<file path="src/rtl/alu_pkg.sv">
`default_nettype none
// +------------------------------------------------------------------+
// | alu_pkg                                                          |
// | Op encodings, sequencer state type and default ALU latencies.    |
// | Revision: 1.0                                                    |
// +------------------------------------------------------------------+
package alu_pkg;

  localparam logic [1:0] OP_ADD = 2'd0;
  localparam logic [1:0] OP_SUB = 2'd1;
  localparam logic [1:0] OP_MUL = 2'd2;
  localparam logic [1:0] OP_DIV = 2'd3;

  localparam int LAT_ADDSUB_DEF = 4;
  localparam int LAT_MULDIV_DEF = 10;

  typedef enum logic [2:0] {
    ST_IDLE   = 3'd0,
    ST_CLR    = 3'd1,
    ST_LOAD_A = 3'd2,
    ST_LOAD_B = 3'd3,
    ST_WAIT   = 3'd4,
    ST_CAP_LO = 3'd5,
    ST_CAP_HI = 3'd6,
    ST_DONE   = 3'd7
  } seq_state_e;

  // mul/div return two bytes on outbus, add/sub only one
  function automatic logic is_wide_op(input logic [1:0] op);
    return (op == OP_MUL) || (op == OP_DIV);
  endfunction

endpackage
`default_nettype wire

</file>
<file path="src/rtl/alu_lat_cnt.sv">
`default_nettype none
// +------------------------------------------------------------------+
// | alu_lat_cnt                                                      |
// | Loadable down-counter flagging its final count of one.           |
// | Revision: 1.0                                                    |
// +------------------------------------------------------------------+
module alu_lat_cnt #(
  parameter int CNT_W = 4
) (
  input  logic             clk,
  input  logic             rst_n,
  input  logic             load,
  input  logic [CNT_W-1:0] load_val,
  input  logic             dec,
  output logic             last
);

  logic [CNT_W-1:0] r_count;

  always_ff @(posedge clk or negedge rst_n) begin
    if (!rst_n) begin
      r_count <= '0;
    end else if (load) begin
      r_count <= load_val;
    end else if (dec && (r_count != '0)) begin
      r_count <= r_count - 1'b1;
    end
  end

  assign last = (r_count == CNT_W'(1));

endmodule
`default_nettype wire

</file>
<file path="src/rtl/alu_op_sequencer.sv">
`default_nettype none
// +------------------------------------------------------------------+
// | alu_op_sequencer                                                 |
// | Drives one serial ALU_2 operation per command, returns result.   |
// | Revision: 1.0                                                    |
// +------------------------------------------------------------------+
module alu_op_sequencer
  import alu_pkg::*;
#(
  parameter int LAT_ADDSUB = LAT_ADDSUB_DEF,
  parameter int LAT_MULDIV = LAT_MULDIV_DEF,
  parameter int CNT_W      = 4
) (
  input  logic        CLk,
  input  logic        RST_n,
  input  logic        cmd_valid,
  output logic        cmd_ready,
  input  logic [1:0]  cmd_op,
  input  logic [7:0]  cmd_a,
  input  logic [7:0]  cmd_b,
  output logic        rsp_valid,
  input  logic        rsp_ready,
  output logic [15:0] rsp_data,
  output logic        alu_rst,
  output logic        alu_begin,
  output logic [1:0]  alu_op,
  output logic [7:0]  alu_inbus,
  input  logic [7:0]  alu_outbus,
  output logic        busy
);

  seq_state_e r_state;
  seq_state_e w_next;

  logic [1:0]  r_op;
  logic [7:0]  r_a;
  logic [7:0]  r_b;
  logic        r_cmd_ready;
  logic        r_rsp_valid;
  logic [15:0] r_rsp_data;
  logic        r_alu_rst;
  logic        r_alu_begin;
  logic [1:0]  r_alu_op;
  logic [7:0]  r_alu_inbus;
  logic        r_busy;

  logic        w_accept;
  logic        w_cnt_load;
  logic        w_cnt_dec;
  logic        w_cnt_last;
  logic [CNT_W-1:0] w_cnt_val;

  logic        w_alu_rst;
  logic        w_alu_begin;
  logic [1:0]  w_alu_op;
  logic [7:0]  w_alu_inbus;

  assign w_accept   = cmd_valid && r_cmd_ready;
  assign w_cnt_load = (r_state == ST_LOAD_B);
  assign w_cnt_dec  = (r_state == ST_WAIT);
  assign w_cnt_val  = is_wide_op(r_op) ? CNT_W'(LAT_MULDIV) : CNT_W'(LAT_ADDSUB);

  alu_lat_cnt #(
    .CNT_W (CNT_W)
  ) u_lat_cnt (
    .clk      (CLk),
    .rst_n    (RST_n),
    .load     (w_cnt_load),
    .load_val (w_cnt_val),
    .dec      (w_cnt_dec),
    .last     (w_cnt_last)
  );

  always_comb begin
    w_next = r_state;
    case (r_state)
      ST_IDLE:   if (w_accept) w_next = ST_CLR;
      ST_CLR:    w_next = ST_LOAD_A;
      ST_LOAD_A: w_next = ST_LOAD_B;
      ST_LOAD_B: w_next = ST_WAIT;
      ST_WAIT:   if (w_cnt_last) w_next = ST_CAP_LO;
      ST_CAP_LO: w_next = is_wide_op(r_op) ? ST_CAP_HI : ST_DONE;
      ST_CAP_HI: w_next = ST_DONE;
      ST_DONE:   if (rsp_ready) w_next = ST_IDLE;
      default:   w_next = ST_IDLE;
    endcase
  end

  // Pin values are decoded from the next state so they register in step with it
  always_comb begin
    w_alu_rst   = 1'b0;
    w_alu_begin = 1'b0;
    w_alu_op    = 2'd0;
    w_alu_inbus = 8'h00;
    case (w_next)
      ST_CLR: w_alu_rst = 1'b1;
      ST_LOAD_A: begin
        w_alu_begin = 1'b1;
        w_alu_op    = r_op;
        w_alu_inbus = r_a;
      end
      ST_LOAD_B: begin
        w_alu_begin = 1'b1;
        w_alu_op    = r_op;
        w_alu_inbus = r_b;
      end
      ST_WAIT: begin
        w_alu_begin = 1'b1;
        w_alu_op    = r_op;
      end
      ST_CAP_LO, ST_CAP_HI: w_alu_op = r_op;
      default: ;
    endcase
  end

  always_ff @(posedge CLk or negedge RST_n) begin
    if (!RST_n) begin
      r_state     <= ST_IDLE;
      r_op        <= 2'd0;
      r_a         <= 8'h00;
      r_b         <= 8'h00;
      r_cmd_ready <= 1'b1;
      r_rsp_valid <= 1'b0;
      r_rsp_data  <= 16'h0000;
      r_alu_rst   <= 1'b0;
      r_alu_begin <= 1'b0;
      r_alu_op    <= 2'd0;
      r_alu_inbus <= 8'h00;
      r_busy      <= 1'b0;
    end else begin
      r_state     <= w_next;
      r_cmd_ready <= (w_next == ST_IDLE);
      r_busy      <= (w_next != ST_IDLE);
      r_rsp_valid <= (w_next == ST_DONE);
      r_alu_rst   <= w_alu_rst;
      r_alu_begin <= w_alu_begin;
      r_alu_op    <= w_alu_op;
      r_alu_inbus <= w_alu_inbus;
      if (w_accept) begin
        r_op <= cmd_op;
        r_a  <= cmd_a;
        r_b  <= cmd_b;
      end
      if (r_state == ST_CAP_LO) begin
        r_rsp_data[7:0] <= alu_outbus;
        if (!is_wide_op(r_op)) begin
          r_rsp_data[15:8] <= 8'h00;
        end
      end
      if (r_state == ST_CAP_HI) begin
        r_rsp_data[15:8] <= alu_outbus;
      end
    end
  end

  assign cmd_ready = r_cmd_ready;
  assign rsp_valid = r_rsp_valid;
  assign rsp_data  = r_rsp_data;
  assign alu_rst   = r_alu_rst;
  assign alu_begin = r_alu_begin;
  assign alu_op    = r_alu_op;
  assign alu_inbus = r_alu_inbus;
  assign busy      = r_busy;

endmodule
`default_nettype wire

</file>
<file path="config.mk">
export PLATFORM = sky130hd
export DESIGN_NAME = alu_op_sequencer
export DESIGN_NICKNAME = d
export VERILOG_FILES = /design/src/rtl/alu_pkg.sv /design/src/rtl/alu_lat_cnt.sv /design/src/rtl/alu_op_sequencer.sv
export SDC_FILE = /design/constraint.sdc
export NUM_CORES = 1
export LEC_CHECK = 0
export CELL_PAD_IN_SITES_DETAIL_PLACEMENT = 1
export CELL_PAD_IN_SITES_GLOBAL_PLACEMENT = 2
export CORE_UTILIZATION = 25
export CTS_CLUSTER_SIZE = 25
export DETAILED_ROUTE_END_ITERATION = 10
export MAX_ROUTING_LAYER = met4
export PLACE_DENSITY = 0.66
export SYNTH_ARGS = -nofsm -noshare
export SYNTH_HDL_FRONTEND = slang
export SYNTH_SLANG_ARGS = --single-unit
</file>
<file path="constraint.sdc">
create_clock -name CLk -period 1.7 [get_ports CLk]
set_input_delay 0.17 -clock CLk [delete_from_list [all_inputs] [get_ports CLk]]
set_output_delay 0.17 -clock CLk [all_outputs]
set_load 0.02 [all_outputs]
</file>
---- Word-level counts from Yosys, hierarchy flattened ----
Cells that the tools add are included.
word-level totals
  register bits ........................... 56
  bits of input ports ..................... 30
  word-level logic and storage cells ...... 60
  output and inout bits ................... 31
operators by class
  multiplexer cells ....................... 15
  add/subtract/negate cells ............... 1
  equality and inequality tests ........... 18
  reductions and logical operators ........ 12
operators by type and width
  operator                                               number
  equality test 3 bit, second input constant             8
  one-hot mux 3 bit (8 select lines)                     1
  two-way mux 16 bit                                     1
  two-way mux 8 bit                                      2
  one-hot mux 8 bit (2 select lines)                     1
  equality test 3 x 2 -> 1 bit, second input constant    4
  two-way mux 4 bit                                      3
  two-way mux 3 bit                                      3
  equality test 3 x 1 -> 1 bit, second input constant    2
  zero test 3 bit                                        2
  OR reduction 5 bit                                     1
  equality test 2 bit, second input constant             2
  equality test 4 x 1 -> 1 bit, second input constant    1
  nonzero test 2 bit                                     2
  nonzero test 4 bit                                     1
  subtractor 4 x 1 -> 4 bit, second input constant       1
  two-way mux 1 bit                                      3
  nonzero test 3 bit                                     1
  OR reduction 3 bit                                     1
  logical AND 1 bit                                      2
  two-way mux 2 bit                                      1
  inequality test 2 x 1 -> 1 bit, second input constant  1
  AND reduction 2 bit                                    1
  logical OR 1 bit                                       1

---- Logic depth before layout (Yosys ltp) ----
Gate-level depths: netlist of the first run.
  word-level depth ........................ 7
  gate-level depth with buffers ........... 5
  mapped depth without buffers ............ 5

---- Modules after synthesis ----
A second synthesis of the first run with hierarchy kept.
second synthesis, totals
  cells, all modules ...................... 195
  area, all modules ....................... 2432.3 um2
modules (own cells, without submodules)
  module            area each (um2)  sequential area each (um2)  instances  cells each
  alu_op_sequencer  2149.6           1302.5                      1          166
  alu_lat_cnt       282.8            100.1                       1          29

---- Worst setup path before layout of the first run ----
Ideal clock, no wire load.
  kind .................................... register to register
  from .................................... reg r_cmd_ready, in the netlist cmd_ready
  to ...................................... reg r_a[0]
  stages on the path, launching flop included .. 4
  library setup time ...................... 0.125 ns
  data required time ...................... 1.575 ns
  clock period less this slack ............ 1.415 ns
  arrival ................................. 1.290 ns
  path slack .............................. 0.285 ns
  path buffers ............................ 1
  cell sequence ........................... dfstp_2 and2_1 buf_2 mux2_2
on the way
  word-level cells in the longest chain between the ends .. 1
ends and longest elaborated chain
  item                    line                     text
  start, declared         alu_op_sequencer.sv:38   logic r_cmd_ready;
  start signal, assigned  alu_op_sequencer.sv:132  r_cmd_ready <= (w_next == ST_IDLE);
  logical AND 1 bit       alu_op_sequencer.sv:58   assign w_accept = cmd_valid && r_cmd_ready;
  end signal, assigned    alu_op_sequencer.sv:141  r_a <= cmd_a;
  end, declared           alu_op_sequencer.sv:36   logic [7:0] r_a;
No other way between the ends.
A chain may end at the register's enable or synchronous reset.

---- Worst setup path after layout of the first run ----
  from .................................... reg r_cmd_ready, in the netlist cmd_ready
  to ...................................... out cmd_ready
RTL lines
  item           line                    text
  end, declared  alu_op_sequencer.sv:17  output logic cmd_ready,
No word-level cell between the ends.

==> results.cfg, run 1 <==
[setup_path]
end_kind = output port
cp_slowest_stage_delay_ns = 0.60
critPathTopFamily = buffers and inverters
cp.required_ns = 1.53
crit_type = register to output port
arrival_ns = 1.46
path_buf_inv = 1
startpoint_type = register
worstPathCellList = clkdlybuf4s50_1
crit_fanout = 3
crit_path_top_delay_cell = clkdlybuf4s50_1

[global_route]
overflow = 0
grt_pass1_vias = 1827
grt_antenna_before_repair = 0
grtUsageTotal = 0.126
grt_max_degree = 26
grt_pass1_wl_um = 9340

[layout]
antennaDiodeCount = 0
fill_cells = 968
nets = 290
instances_no_fill = 367
drive_gt1_frac = 0.189
area_delta_synth_final_pct = 37.7

[timing]
fin_skew_ns = 0.00894
slew_violations = 0
tns_ns = 0
hold_slack_ns = 0.338
max_freq_ghz = 0.613
final_hold_viol_count = 0
finalSetupViolCount = 0
worst_slew_pin_slew_ns = 0.497
relSlewSlack = 0.669
rsz0062_at_grt = no
fin_crit_sh = 0.959
post-route-min-period_ns = 1.63

[power]
peakVddDrop_uv = 541
p_per_area_nw_per_um2 = 1840
leakage_uw = 0.00134

[synthesis]
async_flop_share = 1.00
yosys_warnings = 0
synthFlopType = dfrtp_1
ys_ff_latch = 56
ys_types = 35
synth.avg_cell_area_um2 = 12.2
syn_nets = 224
synth_edf_count = 0
syn_inst = 192
ys_seq_area_frac = 0.600
syn_area_um2 = 2340

[die]
die-area_um2 = 9740
floorplan.core_area_um2 = 8890
die_x_um = 98.7
fp-row-count = 34
start_util = 0.263
die_h_um = 98.7
ios = 61

[worst_hold_path]
hold_class = primary input to async pin

[run_status]
status = finished clean

[placement]
dp.cells = 358
port_buffers = 60
hpwl_um = 4070
routabilityCongestion = 0.719

[clocking]
cts_sinks = 56
cts_tree = done
htreeDepth = 2
clk_pin_slew_ns = 0.10
clk_path_buf_depth = 2
cts_buffers = 5
cts_root_buf = clkbuf_8
clock_latency_ns = 0.31
cts_resized = 0

[detailed_routing]
drc = 0
drt_iter0_drc = 27
routed_wl_um = 5560
first_pass_iters = 4
ant_nets = 0
routed_via_density = 4.62
vias = 1694
routedWlPerCell_um = 15.2

[run]
cap_violations = 0
## through the flow
step / utilization / setup slack (ns) / cell area [um^2] / power (uW)
after global routing: 0.362 / 0.0156 / 3220 / 6380
after floorplan: - / 0.285 / 2340 / 4010
after global placement: 0.350 / 0.188 / 3110 / 5150
final: 0.362 / 0.0697 / 3220 / 5920
after detailed placement: 0.350 / 0.189 / 3110 / 5210
after CTS: 0.362 / 0.0455 / 3220 / 6030
## flip-flops by register name, summed over array words and instances (netlist names)
| name | cells |
|---|---|
| rsp_data | 16 |
| alu_inbus | 8 |
| r_a | 8 |
| r_b | 8 |
| u_lat_cnt.r_count | 4 |
| r_state | 3 |
| alu_op | 2 |
| r_op | 2 |
| alu_begin | 1 |
| alu_rst | 1 |
| busy | 1 |
| cmd_ready | 1 |
| rsp_valid | 1 |
## synth_stat cells (3+ instances only)
master    count  area share
o21ai_0       6       0.013
nand3b_1      3      0.0096
a22oi_1       9       0.029
clkbuf_1      6      0.0096
nor2b_1       3      0.0080
o22ai_1       7       0.019
mux2_2       25        0.12
inv_1         3      0.0048
buf_2         5       0.011
a21oi_1       9       0.019
and2_1        3      0.0080
mux2i_1       3       0.013
o211ai_1      4       0.013
nor2_1       11       0.018
dfrtp_1      55        0.59
nand3_1       3      0.0064
nand2_1      13       0.021
## timing repair
action	CTS	global route
hold buffers	1	0
endpoints found under the setup margin	0	0
buffers inserted	0	0
endpoints found under the hold margin	18	0
## cell usage in the layout (no fill, tap or decap), types with 2 or more instances in the layout
cell type        Yosys  routed
clkdlybuf4s50_1      0      59
dfrtp_1             55      55
mux2_2              25      25
nand2_1             13      13
nor2_1              11      11
a21oi_1              9       9
a22oi_1              9       9
buf_4                1       8
o22ai_1              7       7
o21ai_0              6       6
clkbuf_8             0       6
o211ai_1             4       4
inv_1                3       3
and2_1               3       3
nor2b_1              3       3
nand3_1              3       3
nand3b_1             3       3
mux2i_1              3       3
a21boi_0             2       2
o21a_1               2       2
a21o_1               2       2
or3_1                2       2
nor3b_1              2       2
ha_1                 2       2
buf_12               0       2
## area by class of cell
cell class	instances	area, um^2	area share
Clock buffer	6	82.6	0.0256
Tap cell	108	135	0.0420
Sequential cell	56	1400	0.436
Multi-Input combinational cell	121	870	0.270
Inverter	3	11.3	0.00350
Clock inverter	2	13.8	0.00427
Timing Repair Buffer	71	706	0.219
## power by group
part	internal (uW)	switching [uW]	total (uW)
clock	335	446	781
combinational	1440	1370	2810
sequential	1940	388	2330
## per-layer routing
metal | track usage | wire length [um] | part of all wire
met1 | 0.172 | 2740 | 0.49
met2 | 0.190 | 2520 | 0.45
met3 | 0.0284 | 231 | 0.042
met4 | 0.0310 | 61 | 0.011
met5 | - | 0 | 0
## path summary, 6_finish.rpt
kind | from | end | slack [ns] | cells after the start
worst max-delay path | cmd_ready | cmd_ready | 0.07 | 1
worst min-delay path | RST_n | r_b[6] | 0.34 | 2
worst max register to register | r_state[2] | u_lat_cnt.r_count[3] | 0.20 | 3
worst min register to register | r_op[0] | alu_op[0] | 0.51 | 2
max in group asynchronous | RST_n | rsp_data[10] | 0.79 | 3
min in group CLk | cmd_op[1] | r_op[1] | 0.44 | 3
## cell families (layout without fill, tap and decap cells)
kind of cell	count (synthesis)	after routing	synth area share
multiplexers	28	28	0.133
AND/OR/NAND/NOR	49	49	0.112
buffers and inverters	15	82	0.0284
adder cells (fa/ha/maj)	2	2	0.0107
flip-flops	56	56	0.600
AO/OA/AOI/OAI	42	42	0.116
(Power assumes the default switching activity.)
==> inputs of run 2 (changes only) <==
GPL_ROUTABILITY_DRIVEN = 1   (was not set)
==> results of run 2 <==
Same layout as run 1: the final DEF is identical, and so are final timing and power.
==> inputs of run 3 (changes only) <==
HOLD_SLACK_MARGIN = 0.15   (was not set)
SKIP_LAST_GASP = 1   (was not set)
==> results of run 3 <==
Same layout as run 1: the final DEF is identical, and so are final timing and power.
